`config.mk`:
```
export PLATFORM = sky130hd
export DESIGN_NAME = select_arbiter
export DESIGN_NICKNAME = d
export VERILOG_FILES = /design/src/rtl/select_arbiter.sv
export SDC_FILE = /design/constraint.sdc
export NUM_CORES = 1
export LEC_CHECK = 0
export ABC_CLOCK_PERIOD_IN_PS = 2800
export CAP_MARGIN = 10
export CORE_AREA = 2 2 129 131
export CTS_CLUSTER_SIZE = 12
export DETAILED_ROUTE_END_ITERATION = 10
export DIE_AREA = 0 0 131 133
export GPL_TIMING_DRIVEN = 0
export PLACE_DENSITY = 0.75
export SKIP_LAST_GASP = 1
export SLEW_MARGIN = 25
export SYNTH_ARGS = -nofsm -noshare
export SYNTH_HDL_FRONTEND = slang
export SYNTH_SLANG_ARGS = --single-unit
```
`constraint.sdc`:
```
create_clock -name clk -period 2.8 [get_ports clk]
set_input_delay 0.28 -clock clk [delete_from_list [all_inputs] [get_ports clk]]
set_output_delay 0.28 -clock clk [all_outputs]
set_load 0.02 [all_outputs]
```
`src/rtl/select_arbiter.sv`:
```
// Round-robin arbiter: one of NREQ requesters is granted, its key is decoded and the result is registered.
// Latency 1: the result appears on out_valid the cycle after the grant; back-to-back results issue one per cycle.
// Backpressure: out_ready=0 holds the result and masks every req_ready bit; a result is replaced only as it is consumed.
// Optional build macro SELARB_MISS_CNT_EN adds an 8-bit saturating miss counter on port miss_cnt.
module select_arbiter #(
  parameter int N    = 32,
  parameter int NREQ = 3
) (
  input  logic              clk,
  input  logic              rst,
  input  logic [NREQ-1:0]   req_valid,
  output logic [NREQ-1:0]   req_ready,
  input  logic [NREQ*N-1:0] req_key,
  input  logic [NREQ*N-1:0] req_b,
  input  logic [NREQ*N-1:0] req_c,
  output logic              out_valid,
  input  logic              out_ready,
  output logic [N-1:0]      out_data,
  output logic [1:0]        out_id,
  output logic              out_hit
`ifdef SELARB_MISS_CNT_EN
  ,
  output logic [7:0]        miss_cnt
`endif
);

  typedef enum logic {
    ST_IDLE = 1'b0,
    ST_RESP = 1'b1
  } state_t;

  state_t         r_state;
  logic [1:0]     r_rr_ptr;
  logic           r_out_valid;
  logic [N-1:0]   r_out_data;
  logic [1:0]     r_out_id;
  logic           r_out_hit;

  int             w_scan;
  logic           w_found;
  logic [1:0]     w_gnt_idx;
  logic           w_window;
  logic           w_accept;
  logic [1:0]     w_ptr_nxt;
  logic [N-1:0]   w_key;
  logic [N-1:0]   w_b;
  logic [N-1:0]   w_c;
  logic [N-1:0]   w_res;
  logic           w_hit;

  // A new request may enter when nothing is held, or when the held result leaves this cycle.
  assign w_window = (r_state == ST_IDLE) || out_ready;
  assign w_accept = w_window && w_found;

  // Round-robin search: first valid requester at or after the pointer, wrapping modulo NREQ.
  always_comb begin
    w_scan    = 0;
    w_found   = 1'b0;
    w_gnt_idx = 2'd0;
    for (int k = 0; k < NREQ; k++) begin
      w_scan = int'(r_rr_ptr) + k;
      if (w_scan >= NREQ) begin
        w_scan = w_scan - NREQ;
      end
      if (!w_found && req_valid[w_scan]) begin
        w_found   = 1'b1;
        w_gnt_idx = 2'(w_scan);
      end
    end
  end

  // Grant is one-hot on the winner and only inside an acceptance window.
  always_comb begin
    req_ready = '0;
    for (int i = 0; i < NREQ; i++) begin
      req_ready[i] = w_accept && (w_gnt_idx == 2'(i));
    end
  end

  // Operands of the winning requester.
  assign w_key = req_key[int'(w_gnt_idx)*N +: N];
  assign w_b   = req_b[int'(w_gnt_idx)*N +: N];
  assign w_c   = req_c[int'(w_gnt_idx)*N +: N];

  // Key decode, first match wins; a miss yields zero data and no hit.
  always_comb begin
    w_res = '0;
    w_hit = 1'b1;
    if (w_key[N-1:1] == '0) begin
      w_res = w_b;
    end else if (w_key == N'(42)) begin
      w_res = w_c;
    end else if (w_key == N'(69)) begin
      w_res = w_b & w_c;
    end else begin
      w_res = '0;
      w_hit = 1'b0;
    end
  end

  // Pointer moves just past the winner so it has lowest priority next time.
  assign w_ptr_nxt = (int'(w_gnt_idx) == NREQ - 1) ? 2'd0 : (w_gnt_idx + 2'd1);

  // Control FSM with registered result; reset drops any held result without a handshake.
  always_ff @(posedge clk or negedge rst) begin
    if (!rst) begin
      r_state     <= ST_IDLE;
      r_rr_ptr    <= 2'd0;
      r_out_valid <= 1'b0;
      r_out_data  <= '0;
      r_out_id    <= 2'd0;
      r_out_hit   <= 1'b0;
    end else if (w_accept) begin
      r_state     <= ST_RESP;
      r_rr_ptr    <= w_ptr_nxt;
      r_out_valid <= 1'b1;
      r_out_data  <= w_res;
      r_out_id    <= w_gnt_idx;
      r_out_hit   <= w_hit;
    end else if ((r_state == ST_RESP) && out_ready) begin
      r_state     <= ST_IDLE;
      r_out_valid <= 1'b0;
    end
  end

  assign out_valid = r_out_valid;
  assign out_data  = r_out_data;
  assign out_id    = r_out_id;
  assign out_hit   = r_out_hit;

`ifdef SELARB_MISS_CNT_EN
  logic [7:0] r_miss_cnt;

  // Count accepted requests whose key missed, sticking at 255.
  always_ff @(posedge clk or negedge rst) begin
    if (!rst) begin
      r_miss_cnt <= 8'd0;
    end else if (w_accept && !w_hit && (r_miss_cnt != 8'hFF)) begin
      r_miss_cnt <= r_miss_cnt + 8'd1;
    end
  end

  assign miss_cnt = r_miss_cnt;
`endif

endmodule

```
== After elaboration in Yosys (flattened, before gate mapping) ==
Cells that the tools add are included.
Widths: inputs -> output; s select.

* Output and inout port bits: 39
* Register bits: 38
* Logic and storage cells: 67
* Input port bits: 294

* $add $sub $neg: 6
* Equal/unequal tests: 5
* Magnitude comparators: 6
* Bitwise gates (word level): 2
* Mux-type cells: 27
* Reductions and logical operators: 13
* Shift-type cells: 3

{| class="wikitable"
|+ Operators with widths
! operator !! number
|-
| $shiftx 96x8->32 || 3
|-
| $mux 32 || 6
|-
| $lt 32x4->1 const B || 3
|-
| $and 32x32->32 || 1
|-
| $eq 32x6->1 const B || 1
|-
| $eq 32x7->1 const B || 1
|-
| $logic_not 31->1 || 1
|-
| $mux 1 || 14
|-
| $mux 2 || 4
|-
| $sub 3x2->4 const B || 2
|-
| $logic_and 1x1->1 || 7
|-
| $bmux 1 s2 || 3
|-
| $ge 3x2->1 const B || 2
|-
| $eq 2x2->1 const B || 2
|-
| $add 2x1->3 const B || 1
|-
| $add 2x2->3 const B || 1
|-
| $sub 2x2->3 const B || 1
|-
| $add 2x1->2 const B || 1
|-
| $eq 2x1->1 const B || 1
|-
| $ge 2x2->1 const B || 1
|-
| $logic_not 1->1 || 2
|-
| $logic_not 2->1 || 1
|-
| $reduce_bool 2->1 || 1
|-
| $logic_or 1x1->1 || 1
|-
| $not 1->1 || 1
|}

== Longest topological paths before layout ==
Gate-level depths: netlist of the first run.

* Depth after elaboration: 17
* Depth in mapped cells: 13
* Mapped depth without buffers: 10

== Worst setup path after synthesis of the first run ==
No wires, ideal clock.

* Path type: register to output
* Start point: register r_rr_ptr[0]
* End point: output port req_ready[2]
* Path slack: -0.213 ns
* Buffers on the path: 3
* Cell stages (with the launch flop): 11
* Data arrival time: 2.733 ns
* Data required time: 2.520 ns
* Cell sequence: dfrtp_1 > inv_1 > ha_1 > buf_2 > nor2b_1 > o31a_1 > o31ai_4 > and2_1 > buf_2 > buf_1 > nor2b_1

* Longest elaborated chain between the ends: 14
* Elaborated cells between the ends (all ways): 33
* Those cells by class: add/sub: 5; order compare: 3; eq/ne: 1; mux: 18; reduce/logical: 6

{| class="wikitable"
|+ RTL lines
! what !! RTL line !! RTL
|-
| start, declared || 33 || <nowiki>logic [1:0] r_rr_ptr;</nowiki>
|-
| start signal, assigned || 115 || <nowiki>r_rr_ptr <= w_ptr_nxt;</nowiki>
|-
| parallel branches: the longest is 13 deep, another holds $sub 3x2->4 || -- ||
|-
| $logic_and 1x1->1 * || 76 || <nowiki>req_ready[i] = w_accept && (w_gnt_idx == 2'(i));</nowiki>
|-
| end, declared || 12 || <nowiki>output logic [NREQ-1:0] req_ready,</nowiki>
|}

Every way passes the cells marked *. The select of a mux whose other input is x is not followed.

== Worst setup path after layout of the first run ==
* Start point: register r_rr_ptr[1]
* End point: register r_out_data[25] (netlist: out_data[25])

* Longest elaborated chain between the ends: 17
* Elaborated cells between the ends (all ways): 41
* Those cells by class: add/sub: 5; order compare: 3; eq/ne: 2; shift: 3; mux: 21; bitwise: 1; reduce/logical: 6

{| class="wikitable"
|+ RTL lines
! what !! RTL line !! RTL
|-
| parallel branches: the longest is 17 deep, another holds $sub 3x2->4 || -- ||
|-
| end signal, assigned || 117 || <nowiki>r_out_data <= w_res;</nowiki>
|-
| end, declared || 35 || <nowiki>logic [N-1:0] r_out_data;</nowiki>
|}

Several ways; the timed one is not identified. The select of a mux whose other input is x is not followed.
A chain may end at the register's enable or synchronous reset.

==> results of run 1 <==
==> state kept, by name, summed over array words and instances, names as in the netlist <==
name       cells
r_rr_ptr       2
out_id         2
out_hit        1
out_data      32
out_valid      1
==> worst max path at each step <==
stage / endpoint / slack [ns] / depth (start not counted)
2_1_floorplan: out_data[10] / -0.09 / 13
3_3_place_gp: req_ready[2] / -1.09 / 11
3_5_place_dp: req_ready[2] / -1.16 / 11
4_1_cts: req_ready[2] / -0.25 / 12
5_1_grt: out_data[11] / -0.42 / 12
6_report: out_data[25] / -0.30 / 16
==> cell usage after synthesis <==
cell / instances / area [um^2]
mux2_1: 1 / 11.3
a21oi_1: 36 / 180
o21ai_4: 2 / 32.5
clkbuf_1: 11 / 41.3
buf_6: 3 / 33.8
nor3b_1: 1 / 7.51
mux2_4: 1 / 15.0
o2bb2ai_1: 2 / 17.5
a22o_1: 1 / 8.76
nand2_1: 103 / 387
nor2_1: 10 / 37.5
nand4b_1: 3 / 26.3
o2bb2ai_2: 1 / 15.0
ha_1: 4 / 50.1
nand4_1: 3 / 18.8
nor4_1: 17 / 106
a211oi_2: 1 / 12.5
buf_1: 6 / 22.5
and4b_1: 1 / 10.0
nor3_2: 1 / 10.0
o31ai_4: 1 / 21.3
nor3_1: 7 / 35.0
o311ai_1: 1 / 8.76
o31ai_2: 1 / 12.5
o21ai_2: 1 / 8.76
o41ai_1: 1 / 8.76
a21o_1: 2 / 15.0
a2bb2oi_2: 1 / 15.0
and2_1: 1 / 6.26
nand3_1: 3 / 15.0
nand2b_1: 4 / 25.0
nor2b_1: 3 / 18.8
o211ai_1: 62 / 465
o21ai_0: 8 / 40.0
buf_2: 20 / 100
o31ai_1: 1 / 7.51
nor4bb_1: 1 / 10.0
nor4_4: 2 / 42.5
inv_1: 3 / 11.3
o22ai_1: 33 / 206
nand3b_1: 2 / 15.0
o31a_1: 2 / 17.5
dfrtp_1: 38 / 951
mux2i_1: 72 / 721
==> area by class of cell <==
cell class / count / area [um^2] / share of cell area (%)
inverters: 3 / 11.3 / 0.126
flip-flops and latches: 38 / 953 / 10.7
plain buffers: 36 / 379 / 4.25
well taps: 220 / 275 / 3.09
clock inverters: 1 / 5.00 / 0.0561
clock buffers: 7 / 143 / 1.60
repair buffers: 380 / 3920 / 43.9
multi-input cells: 397 / 3240 / 36.3
==> where the power goes <==
group	internal [mW]	switching [mW]	leakage, nW
Combinational	3.16	3.29	2.76
Sequential	0.605	0.0453	0.518
Clock	0.354	0.231	0.0739
==> cell families after synthesis <==
| logic type | synth area share, % |
|---|---|
| and+or+nand+nor | 20.2 |
| AOI/OAI and AO/OA | 28.6 |
| muxes | 19.5 |
| buffers and inverters | 5.47 |
| DFF | 24.9 |
| adders and majority gates | 1.31 |
==> per-layer routing <==
layer / up-vias / GRT usage (%) / share of wire (%)
li1: 2592 / - / -
met1: 2570 / 26.5 / 40
met2: 244 / 38.3 / 51
met3: 37 / 4.29 / 7.1
met4: 0 / 7.98 / 2.9
met5: - / 0 / 0
==> worst reg2reg max path: stages (launching register included) <==
cell       delay [ns]
dfrtp_2          0.43
inv_2            0.07
ha_4             0.16
buf_8            0.14
nor4bb_4         0.15
o31a_1           0.30
buf_4            0.14
o31ai_4          0.19
buf_6            0.17
mux2_4           0.32
mux2i_4          0.18
buf_6            0.13
nor4_4           0.03
buf_12           0.17
clkbuf_16        0.17
o22ai_2          0.17
a21oi_2          0.04
==> repair_timing <==
item                                    4_1_cts  5_1_grt
resized for setup                           128       87
hold buffers                                  1        0
endpoints found under the hold margin        18        0
buffers inserted                             23       16
endpoints found under the setup margin       40       36
pin swaps                                    21       14
gates cloned                                  3        6
==> run_results.csv, run 1 <==
group,metric,value,unit
worst_setup_path,reg2reg_from,"r_rr_ptr[1]",
detailed_routing,drt_first_iter_violations,189,
floorplanning,rows,47,
finish,utilization,55.2,%
worst_setup_path,cp_max_fo,8,
finish,syn_to_final_growth,133,%
synthesis,synth-seq-cells,38,
finish,nFillCells,1434,
status,status,"finished, violations left",
pwr,peakVddDrop,0.380,mV
placement,io_buffers,332,
pwr,power_leakage,3.36,nW
finish,drive_above_1_share,20.8,%
finish,final_common_cell,"clkdlybuf4s50_1",
placement,place_area,0.00747,mm^2
worst_setup_path,crit_chain,"inv_2 > ha_4 > buf_8 > nor4bb_4 > o31a_1 > buf_4 > o31ai_4 > buf_6 > mux2_4 > mux2i_4 > buf_6 > nor4_4 > buf_12 > clkbuf_16 > o22ai_2 > a21oi_2",
floorplanning,die_y,133,um
floorplanning,core-area,0.0162,mm^2
clock_network,clock-sinks,38,
clock_network,cts_buffer_depth,2,
sta,holdWs,0.480,ns
sta,finalWorstSetupSlack,-0.298,ns
clock_network,clkTransAtPathRegs,0.06,ns
sta,rsz0062_at_grt,"yes",
sta,post-route-min-period,3.10,ns
worst_setup_path,critPathMaxStageDelay,0.43,ns
placement,finalWeightedCongestion,0.870,
worst_hold_path,hold_path_depth,1,
detailed_routing,drc,0,
placement,post-place-ws,-1.16,ns
clock_network,cts_htree_levels,2,
worst_setup_path,end_kind,"flip-flop",
synthesis,yosysUniqueCellTypes,44,
sta,max_freq,0.323,GHz
sta,slew_headroom,58.9,%
synthesis,yosysSeqAreaShare,24.9,%
floorplanning,pin_count,333,
finish,antenna_cells,0,
sta,fin_skew,0.00654,ns
worst_setup_path,start_kind,"flip-flop",
pwr,power,7.69,mW
clock_network,numCtsBuffers,5,
detailed_routing,antenna_left,0,
worst_setup_path,path_delay_family,"buffers and inverters",
sta,worstMarginPinSlew,0.617,ns
worst_setup_path,critPathLaunch,"r_rr_ptr[1]",
worst_setup_path,r2r_cells,16,
finish,layout_common_cells,"clkdlybuf4s50_1, nand2_1, mux2i_1",
sta,hold_viol_final,0,
synthesis,syn_inst,478,
worst_hold_path,min_from,"out_id[0]",
clock_network,clkLatencyLatePin,0.29,ns
global_route,grt_max_degree,21,
synthesis,syn_area,0.00382,mm^2
finish,final_area,0.00892,mm^2
run,cap_violations,0,
pwr,power.density,862,mW/mm^2
detailed_routing,first_pass_iters,4,
finish,instances_no_fill,1082,
floorplanning,dieArea,0.0174,mm^2
global_route,antenna_found_initial,0,
worst_setup_path,cp.required,2.97,ns
worst_setup_path,crit_buf_inv,7,
sta,setup-tns-final,-9.31,ns
sta,final-max-slew-violation-count,0,
worst_setup_path,critical_path_class,"flip-flop to flip-flop",
detailed_routing,viasPerCell,5.03,
status,violations,"negative setup slack",
placement,dp_cells,1031,
placement,dp_hpwl,15.2,mm
detailed_routing,routed_wl,20.7,mm
worst_setup_path,worst-endpoint-arrival,3.26,ns
worst_hold_path,hp-class,"flip-flop to flip-flop",
worst_setup_path,regToRegEndpoint,"out_data[25]",
global_route,grt_overflow_total,0,
global_route,grt_pass1_vias,5604,
global_route,grt.total_usage,22.0,%
clock_network,cts_root_buf,"clkbuf_16",
clock_network,cts_tree,"built",
detailed_routing,dr_total_vias,5443,
detailed_routing,routedWlPerCell,19.1,um
floorplanning,die_x,131,um
sta,period_share,111,%
worst_hold_path,min_to,"out_id[0]",
floorplanning,start_util,23.6,%
finish,final_nets,1159,
worst_setup_path,rrSetupSlack,-0.30,ns
sta,finalSetupViolCount,36,
worst_setup_path,critPathSlowestCell,"dfrtp_2",
global_route,grt_pass1_wl,29.7,mm
synthesis,avgSynthCellArea,7.99,um^2
synthesis,synthesis.nets,776,
worst_setup_path,crit_path_frequent_cell,"buf_6",
synthesis,yosysWarnings,0,
Power figures use the tool's default switching activity.
==> run 2, diff against run 1 <==
==> constraint.sdc (replaced) <==
create_clock -name clk -period 2.8 [get_ports clk]
set_input_delay 0.28 -clock clk [delete_from_list [all_inputs] [get_ports clk]]
set_output_delay 0.28 -clock clk [all_outputs]
set_load 0.01 [all_outputs]
==> run 2 against run 1 <==
Against the previous run: the run still ends with negative setup slack left; final cell count down 0.37%; clock skew rose by 0.0040 ns; first-iteration DRC count up 20%; sequential cell count stayed put; sequential power shrank 0.8%; via count shrank 1.1%; sequential share of layout area is 0.51 points higher; register-to-register slack improved by 0.07 ns; maximum frequency rose by 2.2%; hold slack better by 0.0068 ns; clock power grew 12%; combinational power is 9.3% lower; critical endpoint is now out_data[26]; highest routed layer unchanged.
==> run_results.csv, run 2 (synthesized netlist as in run 1, its figures left out) <==
group,metric,value,unit
finish,antenna_cells,0,
finish,final_nets,1155,
clock_network,clkLatencyLatePin,0.28,ns
run,cap_violations,0,
worst_setup_path,cp_max_fo,10,
worst_setup_path,crit_buf_inv,5,
global_route,grt_max_degree,22,
sta,finalWorstSetupSlack,-0.232,ns
clock_network,numCtsBuffers,5,
worst_setup_path,worst-endpoint-arrival,3.24,ns
floorplanning,pin_count,333,
placement,finalWeightedCongestion,0.776,
pwr,p_comb_share,81.8,%
clock_network,clkTransAtPathRegs,0.06,ns
pwr,switchingPower,3.32,mW
pwr,pwr-share-clk,9.2,%
sta,setup-tns-final,-6.66,ns
clock_network,cts_tree,"built",
pwr,power.share.sequential,9.0,%
global_route,grt_pass1_wl,30.5,mm
sta,fin_skew,0.0105,ns
finish,layout_common_cells,"clkdlybuf4s50_1, nand2_1, mux2i_1",
worst_setup_path,critical_path_class,"flip-flop to flip-flop",
placement,io_buffers,332,
worst_hold_path,hp-class,"input pin to async pin",
global_route,antenna_found_initial,0,
sta,max_freq,0.330,GHz
pwr,power_leakage,3.20,nW
finish,drive_above_1_share,18.1,%
pwr,peakVddDrop,0.406,mV
detailed_routing,first_pass_iters,5,
worst_setup_path,path_delay_family,"compound AO/OA/AOI/OAI gates",
worst_setup_path,crit_path_frequent_cell,"buf_6",
floorplanning,die_x,131,um
worst_setup_path,critPathSlowestCell,"dfrtp_2",
floorplanning,rows,47,
detailed_routing,viasPerCell,4.99,
finish,syn_to_final_growth,123,%
finish,largest_register_ffs,32,
floorplanning,die_y,133,um
detailed_routing,routedWlPerCell,19.2,um
floorplanning,core-area,0.0162,mm^2
detailed_routing,dr_total_vias,5382,
sta,final-max-slew-violation-count,0,
status,status,"finished, violations left",
sta,worstMarginPinSlew,0.668,ns
pwr,power.density,840,mW/mm^2
sta,period_share,108,%
detailed_routing,drc,0,
sta,finalSetupViolCount,34,
floorplanning,start_util,23.6,%
sta,rsz0062_at_grt,"yes",
clock_network,clock-sinks,38,
status,violations,"negative setup slack",
detailed_routing,drt_first_iter_violations,227,
sta,slew_headroom,55.5,%
clock_network,cts_htree_levels,2,
worst_setup_path,critPathMaxStageDelay,0.41,ns
pwr,switching_share,46.4,%
global_route,grt_pass1_vias,5662,
detailed_routing,antenna_left,0,
clock_network,cts_root_buf,"clkbuf_16",
pwr,p_int,3.84,mW
worst_setup_path,cp.required,3.01,ns
worst_setup_path,end_kind,"flip-flop",
clock_network,cts_buffer_depth,2,
placement,dp_hpwl,15.5,mm
pwr,power,7.15,mW
floorplanning,dieArea,0.0174,mm^2
finish,utilization,52.7,%
global_route,grt.total_usage,22.6,%
detailed_routing,routed_wl,20.7,mm
sta,post-route-min-period,3.03,ns
worst_setup_path,start_kind,"flip-flop",
worst_setup_path,crit_chain,"inv_2 > ha_4 > nor4bb_4 > o31a_1 > o31ai_4 > buf_6 > mux2i_4 > o21ai_4 > buf_4 > nor4_4 > buf_6 > buf_6 > o22ai_1 > a21oi_2",
finish,final_common_cell,"clkdlybuf4s50_1",
global_route,grt_overflow_total,0,
sta,hold_viol_final,0,
==> run 2: changes by cell type in the layout (fill, tap and decap cells not counted), sizes merged <==
cell,change
buf,-5
clkinv,-1
bufinv,+1
dlygate4sd2,+1
==> run 2: repair_timing <==
action	4_1_cts	5_1_grt
setup buffers	26	13
cloned	2	2
pin swaps	11	12
gates resized for setup	93	61
hold buffers	1	0
setup endpoints to repair	40	36
endpoints found under the hold margin	17	0
==> run 2: layout make-up <==
class,count,area (um^2)
clock buffers,7,133
plain buffers,35,332
well taps,220,275
clock inverters,1,30.0
flip-flops and latches,38,953
repair buffers,377,3760
fillers,1497,7650
inverters,3,11.3
multi-input cells,397,3030
==> run 2: worst reg2reg max path: stages (launching register included) <==
cell and delay, ns:
dfrtp_2 0.41, inv_2 0.07, ha_4 0.20, nor4bb_4 0.17
o31a_1 0.36, o31ai_4 0.23, buf_6 0.17, mux2i_4 0.25
o21ai_4 0.10, buf_4 0.15, nor4_4 0.30, buf_6 0.18
buf_6 0.15, o22ai_1 0.13, a21oi_2 0.13
==> run 2: path summary, 6_finish.rpt <==
path | slack, ns | start | cells after the start | endpoint
min in group clk | 0.49 | out_data[30] | 2 | out_data[30]
max | -0.23 | r_rr_ptr[0] | 14 | out_data[26]
max in group asynchronous | 1.81 | rst | 3 | r_rr_ptr[1]
min | 0.49 | rst | 2 | out_data[17]
min reg2reg | 0.49 | out_data[30] | 2 | out_data[30]
max reg2reg | -0.23 | r_rr_ptr[0] | 14 | out_data[26]
==> run 2: through the flow <==
stage	hold WS, ns	setup WS [ns]	instances	area [um^2]
final	0.487	-0.232	1078	8520
after floorplan	-0.0156	-0.0890	478	3840
after global routing	0.529	-0.368	1078	8520
after CTS	0.483	-0.249	1067	8190
after global placement	0.460	-1.02	1030	7440
after detailed placement	0.258	-1.07	1031	7470
==> run 2: per-layer routing <==
metal / wire length, um / track usage (%)
met3: 1340 / 3.84
met4: 367 / 6.26
met1: 8590 / 29.2
met5: 0 / 0
met2: 10400 / 38.6
==> run 2: power by group through the flow <==
stage | Combinational [mW] | Clock (mW) | Sequential, mW
after floorplan | 3.06 | 0 | 0.661
after global placement | 4.54 | 0 | 0.645
after detailed placement | 4.63 | 0 | 0.648
after CTS | 5.41 | 0.674 | 0.638
after global routing | 6.26 | 0.699 | 0.652
final | 5.85 | 0.657 | 0.646
==> run 3, diff against run 2 <==
- CORE_AREA: 2 2 129 131 -> 2 2 131 133
- CTS_BUF_LIST: unset -> sky130_fd_sc_hd__clkbuf_4 sky130_fd_sc_hd__clkbuf_8
- DIE_AREA: 0 0 131 133 -> 0 0 133 135
- PLACE_DENSITY: 0.75 -> 0.74
==> run 3 against run 2 <==
Against the previous run: the flow still finishes with violations (negative setup slack); final area increased by 2.6%; largest cell class unchanged; power up 5.4%; final cell count did not move; clock power shrank 23%; critical endpoint is now out_data[11]; via count is 0.22% lower; setup slack got worse by 0.079 ns; core utilization up 0.61 points; die area grew 3.1%.
==> run_results.csv, run 3 (synthesized netlist as in run 1, its figures left out) <==
group,metric,value,unit
finish,drive_above_1_share,20.2,%
worst_setup_path,end_kind,"flip-flop",
placement,finalWeightedCongestion,0.806,
floorplanning,start_util,23.3,%
global_route,grt_pass1_wl,30.6,mm
worst_setup_path,worst-endpoint-arrival,3.31,ns
sta,finalWorstSetupSlack,-0.311,ns
detailed_routing,routedWlPerCell,19.6,um
detailed_routing,drc,0,
sta,fin_skew,0.00934,ns
sta,worstMarginPinSlew,0.672,ns
status,status,"finished, violations left",
detailed_routing,dr_total_vias,5370,
finish,final_nets,1155,
floorplanning,dieArea,0.0180,mm^2
global_route,antenna_found_initial,0,
sta,post-route-min-period,3.11,ns
detailed_routing,viasPerCell,4.98,
detailed_routing,antenna_left,0,
global_route,grt_pass1_vias,5629,
sta,slew_headroom,55.2,%
worst_setup_path,start_kind,"flip-flop",
finish,final_common_cell,"clkdlybuf4s50_1",
clock_network,cts_root_buf,"clkbuf_8",
status,violations,"negative setup slack",
pwr,peakVddDrop,0.316,mV
global_route,grt.total_usage,22.0,%
sta,finalSetupViolCount,35,
global_route,grt_overflow_total,0,
detailed_routing,first_pass_iters,4,
placement,dp_hpwl,15.6,mm
floorplanning,rows,47,
placement,io_buffers,332,
clock_network,clkLatencyLatePin,0.31,ns
finish,largest_register_ffs,32,
floorplanning,die_x,133,um
finish,syn_to_final_growth,129,%
placement,dp_cells,1031,
floorplanning,core-area,0.0164,mm^2
worst_setup_path,cp.required,3.00,ns
worst_hold_path,hp-class,"input pin to async pin",
clock_network,cts_buffer_depth,2,
clock_network,clkTransAtPathRegs,0.08,ns
sta,hold_viol_final,0,
pwr,power.density,862,mW/mm^2
sta,max_freq,0.321,GHz
detailed_routing,drt_first_iter_violations,227,
worst_setup_path,critical_path_class,"flip-flop to flip-flop",
sta,period_share,111,%
finish,layout_common_cells,"clkdlybuf4s50_1, nand2_1, mux2i_1",
run,cap_violations,0,
finish,nFillCells,1495,
sta,final-max-slew-violation-count,0,
clock_network,cts_tree,"built",
clock_network,numCtsBuffers,5,
floorplanning,pin_count,333,
finish,antenna_cells,0,
global_route,grt_max_degree,22,
floorplanning,die_y,135,um
sta,rsz0062_at_grt,"yes",
clock_network,clock-sinks,38,
clock_network,cts_htree_levels,2,
detailed_routing,routed_wl,21.1,mm
finish,instances_no_fill,1078,
pwr,power_leakage,3.30,nW
sta,holdWs,0.463,ns
worst_setup_path,cp_max_fo,8,
run 3: cell count changes in the layout (fill, tap and decap cells not counted), moves of 3 or more:
cell | previous run | this run
o22ai_1 | 28 | 6
o22ai_2 | 5 | 16
o22ai_4 | 0 | 11
a21oi_1 | 7 | 17
buf_4 | 37 | 27
buf_6 | 7 | 17
a21oi_2 | 28 | 19
clkbuf_8 | 0 | 5
clkbuf_16 | 7 | 3
clkbuf_1 | 8 | 5
run 3: power by group:
part	switching [mW]	internal [mW]	total (mW)
sequential	0.0432	0.604	0.648
combinational	3.27	3.11	6.38
clock	0.222	0.286	0.509
run 3: cell type report:
type                            instances  area [um^2]  area share (%)
Tap cell                              220          275            3.15
Multi-Input combinational cell        397         3230            36.9
Clock inverter                          1         30.0           0.343
Inverter                                3         11.3           0.129
Timing Repair Buffer                  376         3820            43.7
Buffer                                 36          344            3.94
Clock buffer                            7         83.8           0.959
Sequential cell                        38          953            10.9
run 3: path summary, 6_finish.rpt:
check | from | to | slack [ns] | cells after the start
setup / recovery | r_rr_ptr[1] | out_data[11] | -0.31 | 15
hold / removal | rst | out_data[18] | 0.46 | 2
setup reg to reg | r_rr_ptr[1] | out_data[11] | -0.31 | 15
hold reg to reg | out_id[0] | out_id[0] | 0.51 | 1
min in group clk | out_id[0] | out_id[0] | 0.51 | 1
max in group asynchronous | rst | r_rr_ptr[0] | 1.83 | 3
run 3: per-stage QoR:
step | cell area (um^2) | worst slack (ns) | power (mW) | utilization [%] | setup TNS [ns]
CTS | 8250 | -0.263 | 6.65 | 50.3 | -8.11
global placement | 7440 | -1.08 | 5.20 | 45.4 | -21.87
detailed placement | 7470 | -1.07 | 5.24 | 45.5 | -23.21
finish | 8740 | -0.311 | 7.54 | 53.3 | -9.31
global route | 8740 | -0.420 | 8.01 | 53.3 | -12.79
floorplan | 3840 | -0.0890 | 3.73 | - | -2.65
run 3: what timing repair did:
action,4_1_cts,5_1_grt
gates cloned,3,4
buffers inserted,25,11
gates resized for setup,118,78
hold buffers,1,0
endpoints found under the hold margin,17,0
pin swaps,15,33
setup endpoints to repair,40,36
run 3: critical path: stages, from the launching register on:
cell and delay (ns):
dfrtp_2 0.42, inv_2 0.07, ha_4 0.15, buf_6 0.13
nor4bb_4 0.15, o31a_1 0.37, o31a_1 0.29, buf_6 0.15
mux2_4 0.32, o21ai_4 0.14, buf_6 0.13, a211oi_2 0.09
o21ai_4 0.20, buf_8 0.17, clkbuf_16 0.16, a21oi_2 0.05
run 3: layer usage:
layer / vias up / track usage, % / wire length [um]
li1: 2583 / - / -
met3: 26 / 4.73 / 1380
met2: 219 / 38.6 / 10600
met5: - / 0 / 0
met4: 0 / 6.57 / 391
met1: 2542 / 27.2 / 8760
